## src/rtl/mem_stage_ctrl.sv

```systemverilog
// mem_stage_ctrl: MEM stage bus controller with stall, timeout and MEM/WB register
module mem_stage_ctrl #(
  parameter int TIMEOUT = 15,
  parameter int TO_W = 4
) (
  input  logic        clk,
  input  logic        reset,
  input  logic [4:0]  MEMrd,
  input  logic [31:0] MEMPC,
  input  logic [31:0] MEMALUOut,
  input  logic [31:0] MEMDatabus3,
  input  logic        MEMRegWrite,
  input  logic        MEMMemRead,
  input  logic        MEMMemWrite,
  input  logic [1:0]  MEMMemtoReg,
  output logic        mem_stall,
  output logic        bus_req,
  output logic        bus_we,
  output logic [31:0] bus_addr,
  output logic [31:0] bus_wdata,
  input  logic [31:0] bus_rdata,
  input  logic        bus_ack,
  output logic        misalign,
  output logic        bus_err,
  output logic [4:0]  WBrd,
  output logic        WBRegWrite,
  output logic [31:0] WBData
);
  typedef enum logic {IDLE, BUSY} state_t;
  state_t state, state_n;
  logic [TO_W-1:0] cnt;
  logic op, mis, start, done, abort, wb_load;
  logic [31:0] wb_data;
  assign op = MEMMemRead | MEMMemWrite;
  assign mis = op & (|MEMALUOut[1:0]);
  assign start = (state == IDLE) & op & ~mis;
  assign done = (state == BUSY) & bus_ack;
  // ack takes priority over a coincident timeout
  assign abort = (state == BUSY) & ~bus_ack & (cnt == TO_W'(TIMEOUT - 1));
  assign mem_stall = start | ((state == BUSY) & ~done & ~abort);
  assign wb_load = ((state == IDLE) & ~op) | done;
  assign wb_data = (MEMMemtoReg == 2'b01) ? bus_rdata :
                   (MEMMemtoReg == 2'b10) ? MEMPC + 32'd4 : MEMALUOut;
  always_comb begin
    state_n = state;
    if (start) state_n = BUSY;
    else if (done | abort) state_n = IDLE;
  end
  always_ff @(posedge clk or posedge reset) begin
    if (reset) begin
      state      <= IDLE;
      cnt        <= '0;
      bus_req    <= 1'b0;
      bus_we     <= 1'b0;
      bus_addr   <= '0;
      bus_wdata  <= '0;
      misalign   <= 1'b0;
      bus_err    <= 1'b0;
      WBrd       <= '0;
      WBRegWrite <= 1'b0;
      WBData     <= '0;
    end else begin
      state    <= state_n;
      misalign <= (state == IDLE) & mis;
      bus_err  <= abort;
      if (start) begin
        bus_req   <= 1'b1;
        bus_we    <= MEMMemWrite & ~MEMMemRead;
        bus_addr  <= {MEMALUOut[31:2], 2'b00};
        bus_wdata <= MEMDatabus3;
        cnt       <= '0;
      end else if (done | abort) begin
        bus_req <= 1'b0;
      end else if (state == BUSY) begin
        cnt <= cnt + TO_W'(1);
      end
      WBrd       <= wb_load ? MEMrd : 5'd0;
      WBRegWrite <= wb_load & MEMRegWrite;
      WBData     <= wb_load ? wb_data : 32'd0;
    end
  end
endmodule

```

## config.mk

```make
export PLATFORM = sky130hd
export DESIGN_NAME = mem_stage_ctrl
export DESIGN_NICKNAME = d
export VERILOG_FILES = /design/src/rtl/mem_stage_ctrl.sv
export SDC_FILE = /design/constraint.sdc
export NUM_CORES = 1
export LEC_CHECK = 0
export CORE_MARGIN = 5
export CORE_UTILIZATION = 41
export DETAILED_ROUTE_END_ITERATION = 10
export GPL_TIMING_DRIVEN = 0
export HOLD_SLACK_MARGIN = 0.02
export PLACE_DENSITY = 0.81
export SLEW_MARGIN = 20
export SYNTH_ARGS = -nofsm -noshare
export SYNTH_HDL_FRONTEND = slang
export SYNTH_SLANG_ARGS = --single-unit
```

## constraint.sdc

```tcl
create_clock -name clk -period 4.5 [get_ports clk]
set_clock_uncertainty 0.1 [all_clocks]
set_input_delay 0.675 -clock clk [delete_from_list [all_inputs] [get_ports clk]]
set_output_delay 0.675 -clock clk [all_outputs]
set_load 0.005 [all_outputs]
```

==> results.sh <==
export IMPL_drt_iter0_drc=247
export IMPL_synth_edf_count=0
export IMPL_synth_area_leader_cell="dfrtp_1"
export IMPL_area_growth_pct=58.98
export IMPL_outcome="finished, final reports clean"
export IMPL_overflow=0
export IMPL_ant_nets=0
export IMPL_slew_violations=0
export IMPL_slew_headroom_pct=47.54
export IMPL_maxCapViolations=0
export IMPL_portBuffers=245
export IMPL_drt_pass1_iter_count=4
export IMPL_period_needed_ns=3.830
export IMPL_r2r_slack_ns=2.08
export IMPL_via_per_inst=5.088
export IMPL_max_freq_ghz=0.2611
export IMPL_p_leak_nw=3.321
export IMPL_clock_path_buffers=2
export IMPL_start_util_pct=42.16
export IMPL_timing_final_ws_setup_ns=0.6700
export IMPL_diodes=0
export IMPL_hold_ws_ns=0.3962
export IMPL_criticalPathCategory="input pin to primary output"
export IMPL_period_share_pct=85.11
export IMPL_grt_pass1_wl_um=25340
export IMPL_place_congestion=0.8147
export IMPL_synth_most_common_cell="dfrtp_1"
export IMPL_min_to="bus_addr[29]$_DFFE_PP0P_"
export IMPL_setup_tns_ns=0
export IMPL_cp_required_ns=3.72
export IMPL_clkTransAtPathRegs_ns=0.07
export IMPL_cts_htree_levels=3
export IMPL_ios=248
export IMPL_synth_common_cells="dfrtp_1, mux2_2, nor2_1"
export IMPL_r2r_start="state$_DFFE_PP0P_"
export IMPL_cts_root_buf="clkbuf_16"
export IMPL_fin_cells=856
export IMPL_cts_sinks=108
export IMPL_core_area_mm2=0.01206
export IMPL_synth_ff_type="dfrtp_1"
export IMPL_wl_um=16280
export IMPL_worst_slew_pin_slew_ns=0.7840
export IMPL_ff2ff_path_depth=5
export IMPL_grt_pass1_vias=4838
export IMPL_grt_usage_pct=22.21
export IMPL_drive_above_1_share_pct=15.70
export IMPL_ctsResizeCount=0
export IMPL_syn_inst=425
export IMPL_power_per_cell_area_mw_per_mm2=359.3
export IMPL_setup_viol_count_final=0
export IMPL_cts_buffers=9
export IMPL_postCtsSetupBuffers=0
export IMPL_r2r_end="bus_addr[21]$_DFFE_PP0P_"
export IMPL_grt_max_degree=60
export IMPL_die_area_mm2=0.01473
export IMPL_yosysWarningCount=0
export IMPL_synth_async_sr_flop_share_pct=100.0
export IMPL_hold_start="bus_addr[29]$_DFFE_PP0P_"
export IMPL_cts_hold_buf=0
export IMPL_nNetsFinal=827
export IMPL_wl_per_cell_um=19.01
export IMPL_endpoint_kind="primary output"
export IMPL_fp_dieH_um=121.4
export IMPL_synth_seq_cells=108
export IMPL_vias=4355
export IMPL_clk_latency_ns=0.35
export IMPL_die_w_um=121.4
export IMPL_crit_fanout=10
export IMPL_ys_top_cells_by_area="dfrtp_1, mux2_2, xor2_1, a22oi_1, o22ai_1"
export IMPL_place_inst=840
export IMPL_hold_depth=1
export IMPL_synth_area_mm2=0.005085
export IMPL_ys_seq_area_share_pct=53.15
export IMPL_worstPathArrival_ns=3.05
export IMPL_dpl_worst_slack_ns=0.6655
export IMPL_fin_util_pct=67.02
export IMPL_drc_errors=0
export IMPL_synth_area_per_cell_um2=11.96
export IMPL_cts_tree="done"
export IMPL_rsz0062_at_grt="no"
export IMPL_hold_violations=0
export IMPL_yosysTopAreaCellShare_pct=53.15
export IMPL_core_rowCount=40
export IMPL_hold_path_class="flop to flop"
export IMPL_dpl_hpwl_um=12870
export IMPL_startpoint_type="input pin"
export IMPL_ir_worst_vdd_mv=0.1633
export IMPL_ys_types=48
export IMPL_antenna_found_initial=0
-- placed cells by master, fill, tap and decap left out, types with 9 or more instances in the layout --
cell type        count
clkbuf_16            9
a22oi_1             14
nor2b_1             11
nand4_1              9
clkdlybuf4s50_1    245
a21oi_1             17
mux2_2              64
a211oi_1            10
nor2_1              24
dfrtp_1            108
nand2_1             18
xor2_1              20
o22ai_1             16
nand3_1             11
-- final cells by class --
cell class                 instances  area [um2]
fill                             930        3978
sequential                       108        2703
multi-input combinational        286        2222
timing repair buffer             246        2480
inverter                           5       23.77
clock buffer                      11       242.7
buffer                            27       145.1
tap                              168       210.2
clock inverter                     5       57.56
-- how the worst max path moves through the flow --
stage | endpoint | from | cells after the start | slack [ns]
final | mem_stall | MEMALUOut[0] | 6 | 0.67
after floorplan | WBData[0]$_DFF_PP0_ | reset | 1 | 0.88
after global routing | mem_stall | MEMALUOut[0] | 6 | 0.61
after CTS | mem_stall | MEMALUOut[0] | 6 | 0.67
after global placement | WBData[27]$_DFF_PP0_ | reset | 2 | -0.62
after detailed placement | mem_stall | MEMALUOut[0] | 6 | 0.67
-- routing by layer --
metal | up-vias | part of all wire [%] | track usage [%]
met2 | 188 | 49 | 37.44
met5 | - | 0 | 0
met4 | 0 | 1.7 | 7.493
li1 | 2040 | - | -
met3 | 22 | 10 | 7.925
met1 | 2105 | 39 | 26.31
-- flip-flops by register name, summed over array words and instances, names as in the netlist --
signal	flops
WBData	32
bus_wdata	32
bus_addr	30
WBrd	5
cnt	4
WBRegWrite	1
bus_err	1
bus_we	1
misalign	1
state	1
-- report_power, final --
group          switching, W  total (W)  leakage, nW  internal (W)
Combinational      0.000290   0.000844         1.83      0.000555
Clock              0.000373   0.000824        0.150      0.000450
Sequential        0.0000903    0.00124         1.34       0.00115
Total              0.000753    0.00290         3.32       0.00215
-- stage by stage --
stage          area (um2)  total power, W
6_report             8084        0.002904
5_1_grt              8084        0.003044
3_3_place_gp         7751        0.002074
3_5_place_dp         7784        0.002109
2_1_floorplan        5089        0.001534
4_1_cts              8084        0.002932
-- critical path, cell delays in order --
cell	delay [ns]
clkdlybuf4s50_1	0.47
nor3_1	0.35
nor2b_1	0.51
buf_2	0.36
or2_2	0.17
clkdlybuf4s50_1	0.53
-- cell families after synthesis --
group,synth area share (%)
buf+inv,3.223
other cells,0.07375
xor+xnor,4.823
flops,53.15
fa+ha+maj,0.7383
simple gates,11.74
mux,16.71
compound gates,9.548
No activity file was read; power rests on OpenSTA's default activity.
